===== config.mk =====
export PLATFORM = sky130hd
export DESIGN_NAME = sha_msg_padder
export DESIGN_NICKNAME = d
export VERILOG_FILES = /design/src/rtl/sha_msg_padder.sv
export SDC_FILE = /design/constraint.sdc
export NUM_CORES = 1
export LEC_CHECK = 0
export BUFFER_PORTS_ARGS = -buffer_cell sky130_fd_sc_hd__buf_2
export CORE_AREA = 2 2 411 413
export DETAILED_ROUTE_END_ITERATION = 16
export DIE_AREA = 0 0 413 415
export SYNTH_ARGS = -nofsm -noshare
export SYNTH_HDL_FRONTEND = slang
export SYNTH_SLANG_ARGS = --single-unit

===== constraint.sdc =====
create_clock -name clk -period 60.2 [get_ports clk]
set_input_delay 9.03 -clock clk [delete_from_list [all_inputs] [get_ports clk]]
set_output_delay 9.03 -clock clk [all_outputs]
set_load 0.02 [all_outputs]

===== src/rtl/sha_msg_padder.sv =====
// sha_msg_padder: FIPS 180-4 message padder feeding SHA-256/384/512 blocks to the scheduler.
// Optional 1024-bit block support is enabled by defining SHA_PAD_SHA512_EN.
module sha_msg_padder #(
   parameter int LEN_W = 64
) (
   input  logic          clk,
   input  logic          rst,
   input  logic [1:0]    hash_size,
   input  logic [31:0]   din,
   input  logic          din_valid,
   output logic          din_ready,
   input  logic          din_last,
   input  logic [1:0]    din_bytes,
   output logic [1023:0] blk_out,
   output logic          blk_valid,
   output logic          blk_last,
   input  logic          blk_ack
);
`ifdef SHA_PAD_SHA512_EN
   localparam int NW = 32;
`else
   localparam int NW = 16;
`endif
   localparam int AW = $clog2(NW);
   typedef enum logic [2:0] {IDLE, FILL, PAD, LEN, OUT} state_t;
   state_t r_state, w_state_nx;
   logic [5:0] r_wcnt, w_wcnt_nx, w_wc, w_bw, w_lw, w_add;
   logic [1:0] w_lsel;
   logic [LEN_W-1:0] r_len, w_len_nx, w_lbase, w_len_sum;
   logic r_extra, w_extra_nx, r_need80, w_need80_nx, r_last, w_last_nx;
   logic w_s512, w_hs, w_we, w_clr, w_unused;
   logic [AW-1:0] w_widx;
   logic [31:0] w_wdata, w_din_m;
   logic [127:0] w_len_ext;
   logic [31:0] r_mem [NW];
`ifdef SHA_PAD_SHA512_EN
   logic r_sha512;
   assign w_s512 = (r_state == IDLE) ? hash_size[1] : r_sha512;
`else
   assign w_s512 = 1'b0;
`endif
   assign w_unused  = ^hash_size;
   assign w_bw      = w_s512 ? 6'd32 : 6'd16;
   assign w_lw      = w_s512 ? 6'd4 : 6'd2;
   assign w_wc      = (r_state == IDLE) ? 6'd0 : r_wcnt;
   assign w_lbase   = (r_state == IDLE) ? '0 : r_len;
   assign w_add     = (din_last && din_bytes != 2'd0) ? {1'b0, din_bytes, 3'b000} : 6'd32;
   assign w_len_sum = w_lbase + LEN_W'(w_add);
   assign w_len_ext = 128'(r_len);
   assign w_lsel    = 2'(w_bw - 6'd1 - r_wcnt);
   assign w_hs      = din_valid & din_ready;
   assign din_ready = ~rst & (r_state == IDLE || r_state == FILL);
   assign blk_valid = (r_state == OUT);
   assign blk_last  = r_last;
   // the 0x80 terminator replaces the first invalid byte of a partial last word
   assign w_din_m = (!din_last || din_bytes == 2'd0) ? din :
                    (din_bytes == 2'd1) ? {din[31:24], 24'h800000} :
                    (din_bytes == 2'd2) ? {din[31:16], 16'h8000} : {din[31:8], 8'h80};
   always_comb begin
      w_state_nx  = r_state;
      w_wcnt_nx   = r_wcnt;
      w_len_nx    = r_len;
      w_extra_nx  = r_extra;
      w_need80_nx = r_need80;
      w_last_nx   = r_last;
      w_we        = 1'b0;
      w_clr       = 1'b0;
      w_widx      = r_wcnt[AW-1:0];
      w_wdata     = w_din_m;
      case (r_state)
         IDLE, FILL: if (w_hs) begin
            w_we        = 1'b1;
            w_widx      = w_wc[AW-1:0];
            w_wcnt_nx   = w_wc + 6'd1;
            w_len_nx    = w_len_sum;
            w_need80_nx = din_last & (din_bytes == 2'd0);
            w_extra_nx  = 1'b0;
            w_last_nx   = 1'b0;
            w_state_nx  = din_last ? PAD : (w_wc + 6'd1 == w_bw) ? OUT : FILL;
         end
         // a terminator at or past the length field never meets BW-LW, so it spills into an extra block
         PAD: if (r_wcnt == w_bw) begin
            w_state_nx = OUT;
            w_extra_nx = 1'b1;
         end else if (r_need80) begin
            w_we        = 1'b1;
            w_wdata     = 32'h8000_0000;
            w_wcnt_nx   = r_wcnt + 6'd1;
            w_need80_nx = 1'b0;
         end else if (r_wcnt == w_bw - w_lw) begin
            w_state_nx = LEN;
         end else begin
            w_wcnt_nx = r_wcnt + 6'd1;
         end
         LEN: begin
            w_we      = 1'b1;
            w_wdata   = w_len_ext[{w_lsel, 5'd0} +: 32];
            w_wcnt_nx = r_wcnt + 6'd1;
            if (r_wcnt == w_bw - 6'd1) begin
               w_state_nx = OUT;
               w_last_nx  = 1'b1;
            end
         end
         OUT: if (blk_ack) begin
            w_clr      = 1'b1;
            w_wcnt_nx  = 6'd0;
            w_last_nx  = 1'b0;
            w_extra_nx = 1'b0;
            w_state_nx = r_last ? IDLE : r_extra ? PAD : FILL;
         end
         default: w_state_nx = IDLE;
      endcase
   end
   always_ff @(posedge clk or posedge rst) begin
      if (rst) begin
         r_state  <= IDLE;
         r_wcnt   <= '0;
         r_len    <= '0;
         r_extra  <= 1'b0;
         r_need80 <= 1'b0;
         r_last   <= 1'b0;
`ifdef SHA_PAD_SHA512_EN
         r_sha512 <= 1'b0;
`endif
         for (int i = 0; i < NW; i++) r_mem[i] <= '0;
      end else begin
         r_state  <= w_state_nx;
         r_wcnt   <= w_wcnt_nx;
         r_len    <= w_len_nx;
         r_extra  <= w_extra_nx;
         r_need80 <= w_need80_nx;
         r_last   <= w_last_nx;
`ifdef SHA_PAD_SHA512_EN
         if (w_hs && r_state == IDLE) r_sha512 <= w_s512;
`endif
         if (w_clr) for (int i = 0; i < NW; i++) r_mem[i] <= '0;
         else if (w_we) r_mem[w_widx] <= w_wdata;
      end
   end
   always_comb begin
      blk_out = '0;
`ifdef SHA_PAD_SHA512_EN
      if (r_sha512) for (int i = 0; i < 32; i++) blk_out[1023-32*i -: 32] = r_mem[i];
      else for (int i = 0; i < 16; i++) blk_out[1023-64*i -: 64] = {32'h0, r_mem[i]};
`else
      for (int i = 0; i < 16; i++) blk_out[1023-64*i -: 64] = {32'h0, r_mem[i]};
`endif
   end
endmodule


---- Yosys cells after proc, flatten, opt, wreduce, memory -nomap -nowiden ----
Index checks and enable logic that the tools add are counted.
operators by class
  equality and inequality tests ........... 18
  reductions and logical operators ........ 20
  order comparisons ....................... 2
  muxes and demuxes ....................... 48
  add/sub/neg operators ................... 4
  bitwise operators ....................... 5
  shifts and indexed selects .............. 1
operator list
  kind                                                                   number
  512-bit 2-to-1 mux                                                     2
  512-bit bitwise mux                                                    1
  32-bit demux with 4-bit select                                         1
  128-bit by 8-bit variable part select with 32-bit output               1
  32-bit 2-to-1 mux                                                      3
  64-bit by 6-bit adder with 64-bit output                               1
  64-bit 2-to-1 mux                                                      1
  32-bit case mux with 2 select lines                                    1
  24-bit 2-to-1 mux                                                      2
  6-bit 2-to-1 mux                                                       7
  3-bit 2-to-1 mux                                                       8
  6-bit case mux with 4 select lines                                     1
  16-bit 2-to-1 mux                                                      1
  6-bit by 1-bit adder with 6-bit output, second input constant          2
  6-bit by 4-bit equality test with 1-bit output, second input constant  2
  6-bit by 5-bit equality test with 1-bit output, second input constant  2
  3-bit case mux with 4 select lines                                     1
  1-bit 2-to-1 mux                                                       11
  5-bit AND reduction                                                    2
  3-bit inequality test, second input constant                           3
  1-bit case mux with 3 select lines                                     3
  4-bit 2-to-1 mux                                                       2
  2-bit inequality test, second input constant                           4
  4-bit AND reduction                                                    2
  25 further kinds                                                       34
word-level totals
  word-level logic and storage cells ...... 120
  register bits ........................... 588
  input port bits ......................... 41

---- Depth between registers and ports, before layout ----
  depth in word-level cells ............... 14
  depth in mapped cells ................... 14

---- Worst setup path before layout ----
OpenSTA, ideal clock, no wires.
  kind .................................... input to register
  from .................................... input rst
  to ...................................... register r_wcnt[3]
  path buffers ............................ 1
  stages .................................. 7
  slack ................................... 37.078 ns
  data arrival time ....................... 23.004 ns
  library setup time ...................... 0.118 ns
  required time ........................... 60.082 ns
  cell sequence ........................... inv_1 a21oi_1 o21ai_0 o311ai_0 clkbuf_1 a21o_1 a21o_1
on the way
  longest elaborated chain between the ends .. 5
ends and longest elaborated chain
  item                                    line  RTL
  start: declaration                      7     input logic rst,
  1-bit NOT                               52    assign din_ready = ~rst & (r_state == IDLE || r_state == FILL);
  1-bit bitwise AND                       52
  1-bit bitwise AND                       51    assign w_hs = din_valid & din_ready;
  2-bit inequality test (no source line)  -
  5-bit AND reduction (no source line)    -
  end signal: assignment                  128   r_wcnt <= w_wcnt_nx;
  end: declaration                        27    logic [5:0] r_wcnt, w_wcnt_nx, w_wc, w_bw, w_lw, w_add;
Every way passes these cells.
A chain may end at the register's enable or synchronous reset.

---- Worst setup path after layout ----
  from .................................... input rst
  to ...................................... output din_ready
on the way
  longest elaborated chain between the ends .. 2
ends and longest elaborated chain
  item               line  RTL
  1-bit NOT          52
  1-bit bitwise AND  52
  end: declaration   11    output logic din_ready,
Every way passes these cells.

==> impl_metrics.yaml <==
run_status:
  outcome: "finished, final reports clean"
yosys:
  synth_top_family_by_area: "buffers and inverters"
  synth_mux_area_share_pct: 1.249
  syn_avg_cell_area_sq_um: 9.569
  yosys.area_share.simple_pct: 14.57
  synthFlopType: "dfrtp_1"
  syn-cell-area_sq_mm: 0.02814
  synth_warnings: 0
  syn-instance-count: 2941
  synth_edf_count: 0
  ys_types: 62
  synth_seq_cells: 585
  synth_compound_area_share_pct: 13.02
  synth-xor-area-share_pct: 1.338
  seq_area_frac_synth_pct: 52.02
  synthArstFlopShare_pct: 100.0
  synthAdderAreaFrac_pct: 0.5157
clock_tree:
  worstSkewPairLatency_ps: 700
  cts_sinks: 585
  root_buffer: "clkbuf_16"
  cts-hold-fix-buffers: 0
  clk_pin_slew_ps: 60
  cts_resized: 0
  post-cts-setup-buffers: 0
  htreeDepth: 3
  cts_buffers: 69
  clock_path_buffers: 3
  cts_tree: "yes"
worst_setup_path:
  cp_common_cell: "buf_2"
  reg2reg_from: "r_state[1]$_DFFE_PP0P_"
  worstRegToRegCells: 7
  cp-start-kind: "input port"
  reg2reg_to: "blk_out[771]$_DFFE_PP0P_"
  crit_path_top_delay_cell: "buf_2"
  critPathKind: "input port to output pin"
  required_ps: 51170
  path_max_fanout: 4
  crit_chain: "buf_2 > nor3_1 > buf_2"
  cp_slowest_stage_delay_ps: 250
  arrival_ps: 9600
  r2r_setup_slack_ps: 55800
  end_kind: "output pin"
power:
  power_frac_comb_pct: 42.2
  pwr-share-seq_pct: 33.4
  switching_share_pct: 45.24
  internal_power_uw: 1015
  switchingPower_uw: 838.2
  ir_drop_v: 0.00003094
  clkPwrFrac_pct: 24.4
  p_leak_uw: 0.01620
  power_density_mw_per_mm2: 54.14
  power_uw: 1853
timing:
  period_needed_ps: 18630
  worstMarginPinSlew_ps: 1148
  min_period_over_period_pct: 30.94
  slew_violations: 0
  max_freq_ghz: 0.05368
  hold_slack_ps: 491.6
  hold_violations: 0
  fin_tns_setup_ps: 0
  grt_setup_unrepaired: "false"
  skew_ps: 32.37
  setup-violations-final: 0
  slew_headroom_pct: 23.48
floorplanning:
  ios: 1068
  rows: 150
  start_util_pct: 16.89
  die_x_um: 413
  dieArea_sq_mm: 0.1714
  die_h_um: 415
  design.core.area_sq_mm: 0.1667
routing:
  antenna_left: 0
  drt_wl_total_um: 108100
  wl_per_cell_um: 19.12
  via_count: 22120
  drt-pass1-iter-count: 6
  drt_iter0_drc: 1999
  via_per_inst: 3.916
  drcViolationCount: 0
layout:
  layout_common_cells: "584 x dfrtp_1, 553 x buf_2, 512 x conb_1, 445 x o21ai_0, 444 x nand3_1"
  fin_nets: 3437
  fin_area_sq_mm: 0.03422
  fin_cells: 5650
  syn2layout_area_growth_pct: 21.60
  layout_commonest_cell: "dfrtp_1"
  drive_gt1_share_pct: 22.94
global_routing:
  grt_max_degree: 182
  grt_pass1_vias: 20150
  antenna_found_initial: 27
  grt_first_pass_wirelength_um: 148300
  track_usage_pct: 11.96
  grt.overflow.total: 0
hold_path:
  min_path_type: "flop to flop"
  whs_path_depth: 2
  hp-start: "blk_out[70]$_DFFE_PP0P_"
  whs_endpoint: "blk_out[70]$_DFFE_PP0P_"
place:
  place.gp.congestion: 0.8540
  placed_cells: 5518
  numPortBuffers: 553
  dp_hpwl_um: 75890
  dpl_cell_area_sq_mm: 0.03177
run:
  cap_viol_max_count: 0
==> worst max-delay path, delay by kind of cell <==
family	cells	cell delay [ps]
AND/OR/NAND/NOR	1	140
buffers and inverters	2	410
==> final cells by class <==
cell class / instances / area [sq um]
Multi-Input combinational cell: 2100 / 11070
Clock buffer: 93 / 1937
Clock inverter: 32 / 499.2
Fill cell: 18380 / 132400
Timing Repair Buffer: 614 / 3238
Sequential cell: 585 / 14640
Inverter: 15 / 63.81
Tap cell: 2204 / 2758
Antenna cell: 7 / 17.52
==> logic make-up after synthesis <==
kind of cell | count (synthesis)
and+or+nand+nor | 853
buffers and inverters | 767
AOI/OAI and AO/OA | 646
DFF | 585
xor gates and xnor gates | 43
muxes | 35
adders and majority gates | 11
other | 1
==> cell usage after synthesis (all sizes together) (5+ instances only) <==
cell	instances	area share [%]
nor2b	5	0.11
or3	7	0.16
nor2	172	2.3
mux2i	34	1.2
o211ai	7	0.19
o21ai	448	8.0
nand2	113	1.5
and3	14	0.31
nand3	445	7.9
o31ai	5	0.13
a21oi	29	0.52
xor2	13	0.40
nor3	27	0.52
a211oi	103	2.7
and2	14	0.31
clkbuf	143	1.9
xnor2	30	0.93
dfrtp	585	52
a31oi	21	0.47
buf	609	15
inv	15	0.20
nand4	23	0.51
nor4	7	0.18
or4	6	0.16
ha	10	0.44
==> worst max path at each step <==
stage,start,endpoint,cells past startpoint
floorplan,rst,blk_last$_DFFE_PP0P_,1
global route,rst,din_ready,3
CTS,rst,din_ready,3
global placement,rst,din_ready,3
detailed placement,rst,din_ready,3
finish,rst,din_ready,3
==> metal layers <==
layer	share of wire (%)	vias to the layer above	track usage (%)	wire [um]
met2	48	1080	19.91	52330
li1	-	10050	-	-
met4	3.1	0	4.629	3383
met3	8.0	179	2.982	8676
met1	40	10820	14.74	43660
met5	0	-	0	0
==> metrics by stage <==
stage | worst slack (ps) | util [%]
after global routing | 41530 | 20.53
final | 41570 | 20.53
after global placement | 41520 | 19.06
after CTS | 41520 | 20.52
after detailed placement | 41520 | 19.06
after floorplan | 34780 | -
==> power groups by stage <==
stage	clock (uW)	combinational, uW	sequential [uW]
2_1_floorplan	0	308	779
6_report	452	782	619
3_3_place_gp	0	789	617
5_1_grt	481	849	636
4_1_cts	466	798	617
3_5_place_dp	0	798	622
==> sequential cells by signal, indices dropped and copies added, names as in the netlist <==
register	flops
blk_last	1
r_need80	1
r_wcnt	6
blk_out	512
r_extra	1
r_state	3
r_len	61
No activity file was read; power rests on OpenSTA's default activity.
